$ cat config.mk
export PLATFORM = sky130hd
export DESIGN_NAME = hazard_ctrl_pipe
export DESIGN_NICKNAME = d
export VERILOG_FILES = /design/src/rtl/hazard_pkg.sv /design/src/rtl/hz_tag_stage.sv /design/src/rtl/hazard_ctrl_pipe.sv
export SDC_FILE = /design/constraint.sdc
export NUM_CORES = 1
export LEC_CHECK = 0
export ABC_AREA = 1
export CORE_MARGIN = 5
export CORE_UTILIZATION = 45
export CTS_CLUSTER_DIAMETER = 60
export DETAILED_ROUTE_END_ITERATION = 10
export HOLD_SLACK_MARGIN = 0.02
export PLACE_DENSITY_LB_ADDON = 0.15
export SETUP_SLACK_MARGIN = 0.05
export SYNTH_ARGS = -nofsm -noshare
export SYNTH_HDL_FRONTEND = slang
export SYNTH_SLANG_ARGS = --single-unit
export TNS_END_PERCENT = 1
$ cat constraint.sdc
create_clock -name clk -period 1.44 [get_ports clk]
set_input_delay 0.216 -clock clk [delete_from_list [all_inputs] [get_ports clk]]
set_output_delay 0.216 -clock clk [all_outputs]
set_load 0.1 [all_outputs]
$ cat src/rtl/hazard_pkg.sv
// Shared types for the pipeline hazard controller: forward-select encodings
// and the per-stage destination tag carried through E, M and W.
package hazard_pkg;

  // Tag address field is sized for the widest register file supported (ADDR_W <= TAG_AW).
  localparam int unsigned TAG_AW = 8;

  typedef enum logic [1:0] {
    FWD_RF = 2'b00,
    FWD_W  = 2'b01,
    FWD_M  = 2'b10
  } fwd_sel_t;

  typedef struct packed {
    logic              valid;
    logic [TAG_AW-1:0] wa;
    logic              regwrite;
    logic              memtoreg;
    logic              pcwr;
    logic              multicyc;
  } stage_tag_t;

  function automatic fwd_sel_t fwd_pick(input logic m_hit, input logic w_hit);
    if (m_hit)      return FWD_M;
    else if (w_hit) return FWD_W;
    else            return FWD_RF;
  endfunction

endpackage

$ cat src/rtl/hz_tag_stage.sv
// One pipeline-stage destination tag register; flush inserts a bubble and
// takes priority over the load enable.
module hz_tag_stage
  import hazard_pkg::*;
(
  input  logic       clk,
  input  logic       reset,
  input  logic       en,
  input  logic       flush,
  input  stage_tag_t d_i,
  output stage_tag_t q_o
);

  stage_tag_t tag_d, tag_q;

  always_comb begin
    tag_d = tag_q;
    if (flush)   tag_d = '0;
    else if (en) tag_d = d_i;
  end

  always_ff @(posedge clk) begin
    if (reset) tag_q <= '0;
    else       tag_q <= tag_d;
  end

  assign q_o = tag_q;

endmodule

$ cat src/rtl/hazard_ctrl_pipe.sv
// Hazard controller for the F/D/E/M/W pipeline: tracks destination tags for
// E/M/W and produces forwarding selects, stalls, flushes and multi-cycle hold.
module hazard_ctrl_pipe
  import hazard_pkg::*;
#(
  parameter int unsigned ADDR_W = 4,
  parameter int unsigned NSRC   = 3,
  parameter int unsigned MC_LAT = 3,
  parameter int unsigned PC_REG = 15
) (
  input  logic                   clk,
  input  logic                   reset,
  input  logic [NSRC*ADDR_W-1:0] RA_D,
  input  logic [NSRC-1:0]        RAValid_D,
  input  logic [ADDR_W-1:0]      WA_D,
  input  logic                   RegWrite_D,
  input  logic                   MemtoReg_D,
  input  logic                   PCWr_D,
  input  logic                   MultiCyc_D,
  input  logic                   BranchTakenE,
  output logic [2*NSRC-1:0]      ForwardE,
  output logic                   StallF,
  output logic                   StallD,
  output logic                   StallE,
  output logic                   FlushD,
  output logic                   FlushE,
  output logic                   FlushM,
  output logic                   BusyE
);

  localparam int unsigned       CNT_W   = $clog2(MC_LAT);
  localparam logic [ADDR_W-1:0] PC_A    = ADDR_W'(PC_REG);
  localparam logic [CNT_W-1:0]  MC_LOAD = CNT_W'(MC_LAT - 1);

  stage_tag_t              tag_dec, tag_e, tag_m, tag_w;
  logic [NSRC*ADDR_W-1:0]  ra_e_d, ra_e_q;
  logic [NSRC-1:0]         rav_e_d, rav_e_q;
  logic [CNT_W-1:0]        mc_cnt_d, mc_cnt_q;
  logic                    busy_e, ld_stall, ld_hit, pc_pend, br_taken;
  logic                    stall_e, flush_e;
  logic [2*NSRC-1:0]       fwd;
  logic [ADDR_W-1:0]       ra_i;
  logic                    m_hit, w_hit;
  logic                    unused_tags;

  hz_tag_stage u_stage_e (.clk(clk), .reset(reset), .en(~stall_e), .flush(flush_e), .d_i(tag_dec), .q_o(tag_e));
  hz_tag_stage u_stage_m (.clk(clk), .reset(reset), .en(1'b1),     .flush(stall_e), .d_i(tag_e),   .q_o(tag_m));
  hz_tag_stage u_stage_w (.clk(clk), .reset(reset), .en(1'b1),     .flush(1'b0),    .d_i(tag_m),   .q_o(tag_w));

  always_comb begin
    tag_dec                  = '0;
    tag_dec.valid            = 1'b1;
    tag_dec.wa[ADDR_W-1:0]   = WA_D;
    tag_dec.regwrite         = RegWrite_D;
    tag_dec.memtoreg         = MemtoReg_D;
    tag_dec.pcwr             = PCWr_D;
    tag_dec.multicyc         = MultiCyc_D;

    busy_e = (mc_cnt_q != '0);

    ld_hit = 1'b0;
    for (int unsigned i = 0; i < NSRC; i++) begin
      if (RAValid_D[i] && (RA_D[i*ADDR_W +: ADDR_W] == tag_e.wa[ADDR_W-1:0])) ld_hit = 1'b1;
    end
    ld_stall = tag_e.valid & tag_e.memtoreg & tag_e.regwrite & ld_hit & ~busy_e;
    pc_pend  = (PCWr_D & RegWrite_D) | tag_e.pcwr | tag_m.pcwr;
    br_taken = BranchTakenE & ~busy_e;
    stall_e  = busy_e;
    flush_e  = (ld_stall | br_taken) & ~busy_e;

    fwd   = '0;
    ra_i  = '0;
    m_hit = 1'b0;
    w_hit = 1'b0;
    for (int unsigned i = 0; i < NSRC; i++) begin
      ra_i  = ra_e_q[i*ADDR_W +: ADDR_W];
      m_hit = rav_e_q[i] & tag_m.valid & tag_m.regwrite & (tag_m.wa[ADDR_W-1:0] == ra_i) & (ra_i != PC_A);
      w_hit = rav_e_q[i] & tag_w.valid & tag_w.regwrite & (tag_w.wa[ADDR_W-1:0] == ra_i) & (ra_i != PC_A);
      fwd[2*i +: 2] = fwd_pick(m_hit, w_hit);
    end
  end

  // E-side source addresses follow the same hold/bubble rules as the E tag.
  always_comb begin
    ra_e_d   = ra_e_q;
    rav_e_d  = rav_e_q;
    mc_cnt_d = mc_cnt_q;
    if (flush_e) begin
      ra_e_d  = '0;
      rav_e_d = '0;
    end else if (!stall_e) begin
      ra_e_d  = RA_D;
      rav_e_d = RAValid_D;
    end
    if (busy_e)                          mc_cnt_d = mc_cnt_q - CNT_W'(1);
    else if (!flush_e && MultiCyc_D)     mc_cnt_d = MC_LOAD;
  end

  always_ff @(posedge clk) begin
    if (reset) begin
      ra_e_q   <= '0;
      rav_e_q  <= '0;
      mc_cnt_q <= '0;
    end else begin
      ra_e_q   <= ra_e_d;
      rav_e_q  <= rav_e_d;
      mc_cnt_q <= mc_cnt_d;
    end
  end

  always_comb begin
    ForwardE = '0;
    StallF   = 1'b0;
    StallD   = 1'b0;
    StallE   = 1'b0;
    FlushD   = 1'b0;
    FlushE   = 1'b0;
    FlushM   = 1'b0;
    BusyE    = 1'b0;
    if (!reset) begin
      ForwardE = fwd;
      StallE   = stall_e;
      StallD   = ld_stall | busy_e;
      StallF   = ld_stall | pc_pend | busy_e;
      FlushD   = (pc_pend | br_taken) & ~busy_e;
      FlushE   = flush_e;
      FlushM   = busy_e;
      BusyE    = busy_e;
    end
  end

  assign unused_tags = ^{tag_e, tag_m, tag_w};

endmodule

; ---- Word-level counts from Yosys, hierarchy flattened
; Cells that the tools add are included.
[word_totals]
output_inout_bits = 13
elab_cells = 94
register_bits = 38
in_bits = 26
[op_classes]
n_mux = 17
n_reduce_logical = 9
bitwise = 40
eq_ne = 12
n_addsub = 1
[op_table]
columns = cell, count
row1 = 4-bit equality test, 9
row2 = 1-bit bitwise AND, 32
row3 = 4-bit inequality test (second input constant), 3
row4 = 1-bit two-way mux, 11
row5 = 2-bit two-way mux, 5
row6 = 1-bit bitwise OR, 7
row7 = 6-bit two-way mux, 1
row8 = 1-bit logical AND, 4
row9 = 2-bit nonzero test, 2
row10 = 2-bit OR reduction, 2
row11 = 2-bit by 1-bit subtractor with 2-bit output (second input constant), 1
row12 = 1-bit zero test, 1
row13 = 1-bit inverter, 1

; ---- Logic depth before layout (Yosys ltp)
[logic_depth]
depth_word = 13
ltp_mapped = 12
ltp_nobuf = 11

; ---- Cells and area by module
; From an unflattened synthesis, not the netlist that was laid out.
[unflattened]
hier_cells = 490
area_unflattened_um2 = 3156.8
[modules_own_cells]
columns = mod, instances, seq_area_each_um2, cells_per_inst, area_per_inst_um2
row1 = hz_tag_stage, 3, 260.2, 83, 555.5
row2 = hazard_ctrl_pipe, 1, 340.3, 241, 1490.2

; ---- Worst setup path before layout
; No wires, ideal clock.
[synth_timing]
path_kind = flip-flop to output port
from = register mc_cnt_q[0]
to = output FlushM
path_slack_ps = -1513
t_required_ps = 1224
stages_incl_launch_ff = 7
arrival_ps = 2737
cell_sequence = dfxtp_1 > inv_1 > ha_1 > clkbuf_8 > clkbuf_1 > nor2_1 > buf_4
[synth_between]
elab_chain_len = 2
[synth_lines]
columns = item, line_no
row1 = "start, declared", hazard_ctrl_pipe.sv:38  ; logic [CNT_W-1:0] mc_cnt_d, mc_cnt_q;
row2 = "start signal, assigned", hazard_ctrl_pipe.sv:107  ; mc_cnt_q <= mc_cnt_d;
row3 = 2-bit nonzero test, hazard_ctrl_pipe.sv:59  ; busy_e = (mc_cnt_q != '0);
row4 = 1-bit two-way mux, n/a
row5 = "end, declared", hazard_ctrl_pipe.sv:27  ; output logic FlushM,
; Every way passes these cells.

; ---- Worst setup path in the final report
[layout_timing]
from = input RA_D[3]
to = output FlushE
[layout_between]
elab_chain_len = 10
[layout_lines]
columns = item, line_no
row1 = "start, declared", hazard_ctrl_pipe.sv:13  ; input logic [NSRC*ADDR_W-1:0] RA_D,
row2 = 4-bit equality test, hazard_ctrl_pipe.sv:63  ; if (RAValid_D[i] && (RA_D[i*ADDR_W +: ADDR_W] == tag_e.wa[ADDR_W-1:0])) ld_hit = 1'b1;
row3 = 1-bit logical AND, hazard_ctrl_pipe.sv:63
row4 = 1-bit two-way mux (3 in series), hazard_ctrl_pipe.sv:63
row5 = 1-bit bitwise AND (2 in series), hazard_ctrl_pipe.sv:65  ; ld_stall = tag_e.valid & tag_e.memtoreg & tag_e.regwrite & ld_hit & ~busy_e;
row6 = 1-bit bitwise OR, hazard_ctrl_pipe.sv:69  ; flush_e = (ld_stall | br_taken) & ~busy_e;
row7 = 1-bit bitwise AND, hazard_ctrl_pipe.sv:69
row8 = 1-bit two-way mux, hazard_ctrl_pipe.sv:120  ; if (!reset) begin
row9 = "end, declared", hazard_ctrl_pipe.sv:26  ; output logic FlushE,
; Every way passes these cells.

==> key figures <==
Power
  • Sw Ratio: 44.4%
  • Leakage power: 1.54 nW
  • Combinational Power Share: 62.0%
  • Clock power frac: 11.6%
  • Sequential power share: 26.4%
  • Cell-internal power: 3.53 mW
  • VDD IR max: 0.00127 V
  • NetSw: 2.82 mW
  • Total power density per cell area: 1890 mW/mm²

Final layout
  • Post-layout util: 76.5%
  • Area grow syn2layout: 64.6%
  • N_diodes: 0
  • Fraction of layout cells with a size suffix above 1: 34.9%
  • Filler cells: 315
  • Final Cell Area: 0.00335 mm²
  • Register area: 781 µm²
  • Area of the multi-input gates: 0.00125 mm²
  • Post-layout nets: 428

Logic synthesis
  • Unique masters post-synth: 29
  • Syn nets: 336
  • #FFs+latches synth: 38
  • Top_reg_cell synth: dfxtp_1
  • Yosys warning count: 0
  • Post-synth ARST share: 0%
  • Post-synth EDFFs: 0
  • Sequential share of the synthesized area: 37.3%
  • Post-Syn Area per Cell: 6.62 µm²
  • Commonest cells in the netlist: nor2_1 (61), nand2_1 (58), inv_1 (43)
  • Leading area contributor after synthesis: dfxtp_1
  • Yosys top cell area share: 37.3%
  • Syn Std Cell Area: 0.00204 mm²
  • Synth area leaders: dfxtp_1 (37%), nor2_1 (11%), nand2_1 (11%)
  • Mapped Cells: 308
  • Count leader, synth: nor2_1

Critical path
  • RR Startpoint: u_stage_e.q_o[5]
  • End of the critical path: FlushE
  • Worst Setup SP: RA_D[3]
  • R2r setup slk: -0.16 ns
  • Startpoint types: primary input
  • Worst Setup End Kind: primary output
  • Crit Path Category: in -> out
  • CP required: 1.22 ns
  • CP max FO: 4
  • Path depth of the worst reg2reg path: 13
  • RR Endpoint: ra_e_q[0]
  • Critical Path AT: 1.65 ns

Routing
  • Detail-routed via count per cell: 4.83
  • Via count: 2,189
  • DR pass1 iterations: 4
  • DR DRC count: 0
  • DR WL/cell: 12.3 µm
  • Detail Route Antenna Nets: 0
  • Iter 0 DRT Violations: 130
  • Total Wirelength: 5550 µm

Place
  • Placer Congestion: 0.914
  • Port Buf Inserts: 38
  • Post-place instance area: 0.00310 mm²
  • Detailed-placement wirelength estimate: 4270 µm

Timing
  • RSZ-0062 raised after global routing: true
  • Minimum clock period: 1.87 ns
  • Post-route clock skew: 0.00417 ns
  • Final setup vio count: 38
  • Final Slew Violations: 0
  • WHS: 0.378 ns
  • Worst setup margin: -0.425 ns
  • Worst slew pin tran: 0.329 ns
  • Final period util: 130%
  • F_max: 536 MHz
  • Max_slew headroom: 77.9%
  • Final Hold Fails: 0

Clock network
  • Clock root cell: clkbuf_8
  • Clock buffer count from CTS: 5
  • # clock sinks: 38
  • Htree depth: 2
  • CTS tree: yes
  • CTS max path bufs: 2
  • Clk Latency, worst-skew pair: 0.29 ns
  • Number of hold buffers added after cts: 0
  • Clk slew on worst S/H paths: 0.07 ns

GRT
  • Initial antenna violation count: 0
  • Total GRT Usage: 18.8%
  • Number of global-route vias before repair: 1,989
  • First-pass GRT wire length: 9180 µm
  • Grt total ovfl: 0
  • Largest net degree at the start of global routing: 25

Floorplan
  • # IOs: 39
  • Die Width: 77.3 µm
  • Die area: 0.00598 mm²
  • Die H: 77.3 µm
  • Total core area: 0.00438 mm²
  • Initial Util: 46.5%
  • Num rows: 24

Status
  • Status: complete, but fails checks
  • Failing checks: negative setup slack

Hold path
  • Hold Crit Class: in -> reg

Run
  • Max-cap violation count: 0
[timing repair]
action / CTS / global route
pin swaps: 17 / 17
setup buffers: 4 / 3
endpoints found under the setup margin: 38 / 38
endpoints found under the hold margin: 0 / 0
gates resized for setup: 28 / 20
[routing by layer]
metal	wire length, µm	global-route usage, %	part of all wire, %
met1	2560	25.2	46
met2	2590	30.0	47
met3	299	3.98	5.4
met4	108	6.53	1.9
met5	0	0	0
[flip-flops by register name, indices dropped and copies added, names as in the netlist]
name           cells
mc_cnt_q           2
u_stage_m.q_o      7
ra_e_q            12
rav_e_q            3
u_stage_w.q_o      6
u_stage_e.q_o      8
[layout by cell type (no fill, tap or decap), types with 4 or more instances in the layout]
cell,n
inv_1,36
nor4_2,4
dfxtp_2,7
clkdlybuf4s50_1,18
inv_2,11
buf_12,16
nor2_1,52
dfxtp_1,28
a21oi_1,8
dlygate4sd2_1,7
xnor2_1,7
nand3_1,7
clkbuf_8,6
nor2_4,5
o21ai_0,21
nand4_1,4
xor2_1,5
nor2_2,14
nand2_1,58
buf_4,52
nand2_4,4
[worst max-delay path, cell delays in order]
cell             delay (ns)
clkdlybuf4s50_1        0.48
inv_1                  0.05
nand2_1                0.05
nand2_1                0.04
nor2_1                 0.09
nand3_1                0.10
nand3_2                0.11
nand2_4                0.09
nand2_4                0.08
nand2_4                0.06
nor2_4                 0.09
buf_12                 0.18
[power by group through the flow]
stage / Sequential, mW / Combinational [mW] / Clock [mW]
finish: 1.68 / 3.93 / 0.737
global route: 1.71 / 4.30 / 0.817
CTS: 1.65 / 3.81 / 0.756
detailed placement: 1.65 / 3.71 / 0
global placement: 1.64 / 3.65 / 0
floorplan: 1.61 / 2.48 / 0
[cells by family (layout without fill, tap and decap cells)]
group / Yosys count / count (layout) / synth area share (%)
adder cells (fa/ha/maj): 2 / 2 / 1.23
buffers and inverters: 58 / 151 / 12.3
flip-flops: 38 / 38 / 37.3
XOR/XNOR: 12 / 12 / 5.16
AO/OA/AOI/OAI: 40 / 40 / 10.5
AND/OR/NAND/NOR: 158 / 158 / 33.5
[how the worst min path moves through the flow]
stage                      startpoint                 to  slack, ns  cells past startpoint
global route                    reset   u_stage_w.q_o[4]       0.39                      3
floorplan                  MemtoReg_D   u_stage_e.q_o[2]       0.36                      2
detailed placement   u_stage_m.q_o[3]   u_stage_w.q_o[3]       0.41                      2
global placement    u_stage_m.q_o[12]  u_stage_w.q_o[12]       0.41                      2
finish                          reset   u_stage_w.q_o[4]       0.38                      3
CTS                             reset   u_stage_w.q_o[4]       0.36                      3
[final cells by class]
class / instances / area share [%]
well taps: 52 / 1.94
repair buffers: 96 / 29.5
multi-input cells: 212 / 37.3
clock inverters: 1 / 0.149
inverters: 47 / 5.26
flip-flops and latches: 38 / 23.3
clock buffers: 7 / 2.57
[metrics by stage]
| stage | power (mW) | worst slack [ns] | TNS (ns) | instances |
|---|---|---|---|---|
| 3_5_place_dp | 5.36 | -0.527 | -15.47 | 438 |
| 4_1_cts | 6.22 | -0.452 | -7.57 | 450 |
| 6_report | 6.35 | -0.425 | -7.31 | 453 |
| 2_1_floorplan | 4.09 | -0.403 | -3.68 | 308 |
| 5_1_grt | 6.83 | -0.530 | -11.48 | 453 |
| 3_3_place_gp | 5.29 | -0.533 | -15.45 | 438 |
Note: power is estimated with default switching activity, not from simulation.
